<file path="src/rtl/rob_retire.sv">
// rob_retire: in-order reorder buffer that retires one complete entry per cycle and frees the superseded physical register.
// Optional flush port enabled by defining ROB_FLUSH_EN.
module rob_retire #(
  parameter int ROB_DEPTH = 16,
  parameter int TAG_W = 4,
  parameter int PHYS_W = 6,
  parameter int ARCH_W = 5,
  parameter logic [PHYS_W-1:0] INVALID_PHYS = 6'h3F
) (
  input  logic              clk,
  input  logic              reset_n,
`ifdef ROB_FLUSH_EN
  input  logic              flush,
`endif
  input  logic              alloc_valid,
  input  logic              alloc_has_rd,
  input  logic [ARCH_W-1:0] alloc_rd,
  input  logic [PHYS_W-1:0] alloc_phys_rd,
  input  logic [PHYS_W-1:0] alloc_old_phys,
  output logic              alloc_ready,
  output logic [TAG_W-1:0]  alloc_tag,
  input  logic              wb_valid,
  input  logic [TAG_W-1:0]  wb_tag,
  output logic              retire_valid,
  output logic [PHYS_W-1:0] retire_phys_reg,
  output logic [ARCH_W-1:0] retire_arch_rd,
  output logic              inst_retired,
  output logic [TAG_W:0]    rob_count,
  output logic              rob_empty,
  output logic              rob_full
);
  logic flush_w;
`ifdef ROB_FLUSH_EN
  assign flush_w = flush;
`else
  assign flush_w = 1'b0;
`endif
  logic [ROB_DEPTH-1:0]             valid_q, valid_d, complete_q, complete_d, has_rd_q, has_rd_d;
  logic [ROB_DEPTH-1:0][ARCH_W-1:0] rd_q, rd_d;
  logic [ROB_DEPTH-1:0][PHYS_W-1:0] phys_q, phys_d, old_q, old_d;
  logic [TAG_W-1:0]                 head_q, head_d, tail_q, tail_d;
  logic [TAG_W:0]                   count_q, count_d;
  logic                             retire_valid_q, retire_valid_d, inst_retired_q, inst_retired_d;
  logic [PHYS_W-1:0]                retire_phys_q, retire_phys_d;
  logic [ARCH_W-1:0]                retire_arch_q, retire_arch_d;
  logic                             do_retire, do_alloc, do_wb;
  // The new mapping is held in the entry for commit-side debug visibility only.
  logic unused_phys;
  assign unused_phys = ^phys_q;
  assign rob_count       = count_q;
  assign rob_empty       = count_q == '0;
  assign rob_full        = count_q == (TAG_W+1)'(ROB_DEPTH);
  assign alloc_ready     = !rob_full;
  assign alloc_tag       = tail_q;
  assign retire_valid    = retire_valid_q;
  assign inst_retired    = inst_retired_q;
  assign retire_phys_reg = retire_phys_q;
  assign retire_arch_rd  = retire_arch_q;
  always_comb begin
    do_retire      = valid_q[head_q] && complete_q[head_q] && !flush_w;
    do_alloc       = alloc_valid && !rob_full && !flush_w;
    do_wb          = wb_valid && valid_q[wb_tag] && !flush_w;
    valid_d        = valid_q;
    complete_d     = complete_q;
    has_rd_d       = has_rd_q;
    rd_d           = rd_q;
    phys_d         = phys_q;
    old_d          = old_q;
    head_d         = head_q;
    tail_d         = tail_q;
    count_d        = count_q + (TAG_W+1)'(do_alloc) - (TAG_W+1)'(do_retire);
    retire_valid_d = do_retire && has_rd_q[head_q] && old_q[head_q] != INVALID_PHYS;
    inst_retired_d = do_retire;
    retire_phys_d  = do_retire ? old_q[head_q] : INVALID_PHYS;
    retire_arch_d  = do_retire ? rd_q[head_q] : '0;
    if (do_wb) complete_d[wb_tag] = 1'b1;
    if (do_retire) begin
      valid_d[head_q] = 1'b0;
      head_d          = head_q + TAG_W'(1);
    end
    if (do_alloc) begin
      valid_d[tail_q]    = 1'b1;
      complete_d[tail_q] = 1'b0;
      has_rd_d[tail_q]   = alloc_has_rd;
      rd_d[tail_q]       = alloc_rd;
      phys_d[tail_q]     = alloc_phys_rd;
      old_d[tail_q]      = alloc_old_phys;
      tail_d             = tail_q + TAG_W'(1);
    end
    if (flush_w) begin
      valid_d    = '0;
      complete_d = '0;
      head_d     = '0;
      tail_d     = '0;
      count_d    = '0;
    end
  end
  always_ff @(posedge clk or negedge reset_n) begin
    if (!reset_n) begin
      valid_q        <= '0;
      complete_q     <= '0;
      has_rd_q       <= '0;
      rd_q           <= '0;
      phys_q         <= '0;
      old_q          <= '0;
      head_q         <= '0;
      tail_q         <= '0;
      count_q        <= '0;
      retire_valid_q <= 1'b0;
      inst_retired_q <= 1'b0;
      retire_phys_q  <= INVALID_PHYS;
      retire_arch_q  <= '0;
    end else begin
      valid_q        <= valid_d;
      complete_q     <= complete_d;
      has_rd_q       <= has_rd_d;
      rd_q           <= rd_d;
      phys_q         <= phys_d;
      old_q          <= old_d;
      head_q         <= head_d;
      tail_q         <= tail_d;
      count_q        <= count_d;
      retire_valid_q <= retire_valid_d;
      inst_retired_q <= inst_retired_d;
      retire_phys_q  <= retire_phys_d;
      retire_arch_q  <= retire_arch_d;
    end
  end
endmodule

</file>
<file path="config.mk">
export PLATFORM = sky130hd
export DESIGN_NAME = rob_retire
export DESIGN_NICKNAME = d
export VERILOG_FILES = /design/src/rtl/rob_retire.sv
export SDC_FILE = /design/constraint.sdc
export NUM_CORES = 1
export LEC_CHECK = 0
export ABC_AREA = 0
export CORE_ASPECT_RATIO = 2
export CORE_MARGIN = 2
export CORE_UTILIZATION = 39
export DETAILED_ROUTE_END_ITERATION = 10
export PLACE_DENSITY = 0.56
export REMOVE_ABC_BUFFERS = 1
export SYNTH_ARGS = -nofsm -noshare
export SYNTH_HDL_FRONTEND = slang
export SYNTH_SLANG_ARGS = --single-unit
</file>
<file path="constraint.sdc">
create_clock -name clk -period 4.55 [get_ports clk]
set_input_delay 0.6825 -clock clk [delete_from_list [all_inputs] [get_ports clk]]
set_output_delay 0.6825 -clock clk [all_outputs]
set_load 0.005 [all_outputs]
</file>
==> results.py, run 1 <==
metrics = {
    "clock_network": {
        "cts.sinks": 250,
        "clk_path_buf_depth": 3,
        "numCtsBuffers": 23,
        "cts_setup_buffers": 0,
        "cts_resized": 0,
        "cts.clk_slew.worst_paths_ns": 0.07,
        "insertion_delay_ns": 0.52,
        "htreeDepth": 1,
        "hold_buffers": 0,
        "cts_tree": "built",
        "cts_root_buf": "clkbuf_16",
    },
    "routing": {
        "final_antenna_net_count": 0,
        "drt_first_pass_iters": 6,
        "drtIter0Drc": 438,
        "avgViaCountPerCell": 5.733,
        "dr_total_vias": 6742,
        "drt-total-wl_um": 28380,
        "routedWlPerCell_um": 24.13,
        "drc": 0,
    },
    "die": {
        "start_util_pct": 39.57,
        "io_pins": 51,
        "die_area_um2": 30620,
        "rows": 88,
        "core_um2": 28740,
        "fp.dieW_um": 124.7,
        "die_y_um": 245.5,
    },
    "sta": {
        "slew_viol_final": 0,
        "period_minus_slack_ns": 3.556,
        "finalSetupViolCount": 0,
        "fin_skew_ns": 0.009559,
        "rsz0062_at_grt": "no",
        "period_share_pct": 78.16,
        "max_freq_mhz": 281.2,
        "finalHoldViolCount": 0,
        "hold_slack_ns": 0.1995,
        "slew_headroom_pct": 38.59,
        "tightest_slew_ns": 0.9211,
    },
    "cells_and_area": {
        "drive_above_1_share_pct": 41.18,
        "reg_top3": "old_q (96), rd_q (80)",
        "largest_reg_flops": 96,
        "diodes": 0,
        "layout.nets": 842,
        "stdcell_area_um2": 13030,
        "syn_to_final_growth_pct": 14.57,
        "top_register": "old_q",
    },
    "critical_path": {
        "path_max_fanout": 19,
        "reg2reg_to": "rob_count[4]",
        "cp.required_ns": 4.95,
        "crit_start": "head_q[0]",
        "end_kind": "register",
        "worstPathArrival_ns": 3.96,
        "worstSetupPathType": "register to register",
        "reg2reg_slack_ns": 0.99,
        "cp-start-kind": "register",
        "rr_startpoint": "head_q[0]",
        "r2r_cells": 13,
    },
    "placement": {
        "globalplace.congestion": 0.7757,
        "dpl_cell_area_um2": 12240,
        "port_buffers": 44,
        "place.detailed.hpwl_um": 18290,
    },
    "synth": {
        "synth_warnings": 0,
        "yosys.area_share.simple_pct": 3.686,
        "synthCells": 761,
        "syn_area_um2": 11370,
        "synth_cell_types": 35,
        "synth_top_family_by_area": "multiplexers",
        "ys_seq_area_share_pct": 55.08,
        "synth_xor_area_share_pct": 0.7702,
        "synthAdderAreaFrac_pct": 1.717,
        "synth_edf_count": 0,
        "synth-main-ff-cell": "dfrtp_1",
        "ys_async_sr_fraction_pct": 100.0,
        "synth_compound_area_share_pct": 3.686,
        "synth_area_per_cell_um2": 14.94,
        "ys_ff_latch": 250,
        "synth_mux_area_share_pct": 32.28,
    },
    "global_routing": {
        "grt_max_degree": 116,
        "antenna_found_initial": 0,
        "first_global_vias": 7558,
        "grt_remaining_overflow": 0,
        "grt_usage_pct": 18.88,
        "grt_first_pass_wirelength_um": 44240,
    },
    "worst_hold_path": {
        "hold_class": "input port to asynchronous set/reset pin",
    },
    "status": {
        "status": "complete, no violations",
    },
    "power": {
        "power.total_w": 0.009774,
        "leakage_nw": 5.607,
        "powerDensity_nw_per_um2": 750.2,
        "ir_drop_uv": 267.1,
    },
    "flow_run": {
        "maxCapViolCount": 0,
    },
}
-- report_power, final --
part           switching [W]  total (W)  internal [W]
combinational        0.00169    0.00382       0.00213
sequential          0.000652    0.00393       0.00328
clock               0.000825    0.00202       0.00119
-- worst max path at each step --
| stage | end | slack (ns) |
|---|---|---|
| final | rob_count[4] | 0.99 |
| after global routing | rob_count[4] | 0.74 |
| after CTS | rob_count[4] | 0.95 |
| after detailed placement | rob_count[4] | 0.96 |
| after global placement | rob_count[4] | 1.02 |
| after floorplan | rob_count[4] | -0.54 |
-- area by class of cell --
| class | count | area, um^2 |
|---|---|---|
| fill | 2498 | 15710 |
| sequential | 250 | 6269 |
| multi-input combinational | 435 | 4795 |
| clock buffer | 33 | 673.1 |
| timing repair buffer | 73 | 663.1 |
| tap | 360 | 450.4 |
| clock inverter | 7 | 110.1 |
| inverter | 18 | 67.56 |
-- cells by family (layout without fill, tap and decap cells) --
group | Yosys count | after routing
XOR/XNOR | 10 | 10
AO/OA/AOI/OAI | 66 | 66
flip-flops | 250 | 250
adder cells (fa/ha/maj) | 15 | 15
AND/OR/NAND/NOR | 85 | 85
multiplexers | 259 | 259
buffers and inverters | 76 | 131
-- placed cells by master, fill, tap and decap left out, types with 3 or more instances in the layout --
| cell | n |
|---|---|
| dfstp_2 | 6 |
| mux2_2 | 192 |
| a221oi_1 | 4 |
| nand2_1 | 34 |
| clkinv_2 | 4 |
| bufinv_16 | 3 |
| clkbuf_1 | 4 |
| nand4_1 | 5 |
| buf_4 | 29 |
| clkdlybuf4s50_1 | 43 |
| a31oi_1 | 16 |
| nor2b_1 | 6 |
| o21ai_0 | 17 |
| ha_1 | 14 |
| inv_1 | 18 |
| nor2_1 | 13 |
| dfrtp_1 | 242 |
| a21oi_1 | 15 |
| xnor2_1 | 8 |
| and2_1 | 6 |
| clkbuf_8 | 6 |
| a22o_1 | 8 |
| mux4_2 | 67 |
| clkbuf_16 | 23 |
| nand3_1 | 13 |
-- layer usage --
metal  global-route usage [%]  wire (um)  up-vias
li1                         -          -     2879
met1                    21.52      10720     3582
met2                    34.22      15080      203
met3                    2.785       1173       78
met4                    9.617       1403        0
met5                        0          0        -
-- cell usage after synthesis, types with 2 or more instances --
cell type | number | area (um^2)
a21o_1 | 2 | 15.01
a21oi_1 | 15 | 75.07
a221oi_1 | 4 | 35.03
a22o_1 | 8 | 70.07
a22oi_1 | 2 | 15.01
a31oi_1 | 16 | 100.1
and2_1 | 6 | 37.54
and4b_1 | 2 | 20.02
buf_1 | 15 | 56.30
buf_2 | 9 | 45.04
buf_6 | 2 | 22.52
clkbuf_1 | 31 | 116.4
dfrtp_1 | 244 | 6106
dfstp_2 | 6 | 157.7
ha_1 | 14 | 175.2
inv_1 | 18 | 67.56
mux2_2 | 192 | 2162
mux4_2 | 67 | 1509
nand2_1 | 34 | 127.6
nand3_1 | 13 | 65.06
nand4_1 | 5 | 31.28
nor2_1 | 13 | 48.80
nor2b_1 | 7 | 43.79
o21ai_0 | 17 | 85.08
xnor2_1 | 8 | 70.07
xor2_1 | 2 | 17.52
-- critical path, stage by stage (launching register included) --
cell	delay (ns)
dfrtp_4	0.68
mux4_2	0.57
mux4_2	0.58
a21boi_4	0.21
ha_1	0.30
inv_1	0.06
ha_1	0.16
inv_1	0.05
fa_1	0.39
inv_1	0.07
a21oi_1	0.06
nor2_1	0.11
nor2_1	0.07
xnor2_1	0.12
-- through the flow --
stage | instances | utilization, % | TNS [ns] | setup WS (ns)
finish | 1176 | 45.33 | 0 | 0.9937
global route | 1176 | 45.33 | 0 | 0.7368
CTS | 1176 | 45.33 | 0 | 0.9461
detailed placement | 1136 | 42.61 | 0 | 0.9631
global placement | 1136 | 42.61 | 0 | 1.022
floorplan | 703 | - | -1.349 | -0.5403
No activity file was read; power rests on OpenSTA's default activity.
==> run 2: changes to the inputs <==
Clock period 4.55 ns to 3.3 ns, I/O delays scaled along.
==> results.py, run 2 (synthesis results as in run 1) <==
metrics = {
    "sta": {
        "fin_skew_ns": 0.01773,
        "slew_viol_final": 0,
        "finalSetupViolCount": 0,
        "finalHoldViolCount": 0,
        "tightest_slew_ns": 0.8094,
        "slew_headroom_pct": 46.04,
        "period_minus_slack_ns": 3.130,
        "fin_ws_ns": 0.1704,
        "max_freq_mhz": 319.5,
        "period_share_pct": 94.84,
    },
    "cells_and_area": {
        "largest_reg_flops": 96,
        "nFillCells": 2518,
        "final_core_util_pct": 45.46,
        "mostFrequentLayoutCells": "dfrtp_1 (242), mux2_2 (192), mux4_2 (67), clkdlybuf4s50_1 (43), buf_4 (41)",
        "layout.nets": 855,
        "layout_commonest_cell": "dfrtp_1",
        "diodes": 0,
        "drive_above_1_share_pct": 41.65,
        "syn_to_final_growth_pct": 14.89,
        "reg_top3": "old_q (96), rd_q (80)",
        "top_register": "old_q",
    },
    "routing": {
        "drc": 0,
        "dr_total_vias": 6741,
        "final_antenna_net_count": 0,
        "drt_first_pass_iters": 4,
        "avgViaCountPerCell": 5.684,
        "routedWlPerCell_um": 24.29,
        "drtIter0Drc": 396,
        "drt-total-wl_um": 28810,
    },
    "placement": {
        "place.detailed.hpwl_um": 18690,
        "port_buffers": 44,
        "place_ws_ns": 0.06114,
        "globalplace.congestion": 0.8209,
    },
    "power": {
        "power_frac_comb_pct": 40.7,
        "ir_drop_uv": 499.1,
        "seq_power_share_pct": 40.2,
        "clockPowerShare_pct": 19.1,
        "p_int_w": 0.008986,
        "swShare_pct": 32.52,
        "powerDensity_nw_per_um2": 1019,
        "p_switching_w": 0.004330,
        "leakage_nw": 5.628,
    },
    "die": {
        "rows": 88,
        "io_pins": 51,
        "start_util_pct": 39.57,
        "die_y_um": 245.5,
        "die_area_um2": 30620,
        "core_um2": 28740,
        "fp.dieW_um": 124.7,
    },
    "critical_path": {
        "path_common_cell": "inv_1",
        "worstPathArrival_ns": 3.53,
        "path_depth": 13,
        "crit_start": "head_q[0]",
        "path_max_fanout": 8,
        "r2r_cells": 13,
        "cp.required_ns": 3.70,
        "cp-start-kind": "register",
        "reg2reg_slack_ns": 0.17,
        "slowest_stage": "mux4_2",
        "slowest_delay_ns": 0.53,
        "crit_buf_inv": 3,
        "rr_startpoint": "head_q[0]",
        "path_cells": "mux4_2 -> mux4_2 -> a21boi_4 -> ha_1 -> inv_1 -> ha_1 -> inv_1 -> fa_2 -> inv_1 -> a21oi_1 -> nor2_1 -> nor2_1 -> xnor2_1",
        "path_delay_family": "multiplexers",
        "worstSetupPathType": "register to register",
        "end_kind": "register",
    },
    "worst_hold_path": {
        "hold_class": "input port to asynchronous set/reset pin",
    },
    "global_routing": {
        "antenna_found_initial": 0,
        "first_global_vias": 7486,
        "grt_max_degree": 109,
        "grt_remaining_overflow": 0,
        "grt_usage_pct": 19.12,
        "grt_first_pass_wirelength_um": 44760,
    },
    "clock_network": {
        "insertion_delay_ns": 0.52,
        "htreeDepth": 1,
        "cts.clk_slew.worst_paths_ns": 0.07,
        "numCtsBuffers": 22,
        "cts_root_buf": "clkbuf_16",
        "hold_buffers": 0,
        "clk_path_buf_depth": 3,
        "cts_tree": "built",
        "cts.sinks": 250,
    },
    "status": {
        "status": "complete, no violations",
    },
    "flow_run": {
        "maxCapViolCount": 0,
    },
}
[run 2: cell types whose count changed in the layout (fill, tap and decap cells not counted)]
cell / previous run / this run
clkinv_2: 4 / 1
fa_1: 1 / 0
buf_4: 29 / 41
clkbuf_8: 6 / 3
bufinv_16: 3 / 1
clkbuf_1: 4 / 7
clkinv_4: 0 / 1
buf_12: 0 / 2
fa_2: 0 / 1
[run 2: path summary, 6_finish.rpt]
| kind | endpoint |
|---|---|
| worst min-delay path | old_q[38] |
| worst max-delay path | rob_count[4] |
| min in group clk | complete_q[14] |
| max in group asynchronous | rd_q[25] |
| worst max register to register | rob_count[4] |
| worst min register to register | complete_q[14] |
[run 2: power by group through the flow]
stage               clock (W)  combinational (W)  sequential [W]
floorplan                   0            0.00364         0.00533
global placement            0            0.00527         0.00524
detailed placement          0            0.00546         0.00541
CTS                   0.00260            0.00548         0.00535
global route          0.00272            0.00589         0.00551
finish                0.00254            0.00542         0.00536
[run 2: timing repair]
item	in CTS	in global routing
setup endpoints to repair	0	1
resized for setup	0	1
buffers inserted	0	3
[run 2: layer usage]
metal,routed length (um),vias up,GRT usage [%],part of all wire [%]
met2,15660,193,35.26,54
met3,1221,58,2.502,4.2
met5,0,-,0,0
li1,-,2900,-,-
met4,1243,0,8.526,4.3
met1,10690,3590,21.98,37
[run 2: layout make-up]
class / instances / area, um^2 / share of cell area, %
well taps: 360 / 450.4 / 3.448
clock inverters: 3 / 43.79 / 0.3352
flip-flops and latches: 250 / 6269 / 47.98
inverters: 18 / 67.56 / 0.5172
repair buffers: 87 / 793.3 / 6.072
multi-input cells: 435 / 4797 / 36.72
clock buffers: 33 / 643.1 / 4.923
[run 2: through the flow]
step	TNS, ns	std cells	hold slack (ns)	cell area, um^2	total power [W]
floorplan	-26.65	703	0.1994	11120	0.008964
global placement	0	1147	0.4749	12350	0.01050
detailed placement	0	1147	0.4784	12350	0.01088
CTS	0	1183	0.06210	13040	0.01343
global route	-0.009918	1186	0.1002	13060	0.01412
finish	0	1186	0.02215	13060	0.01332
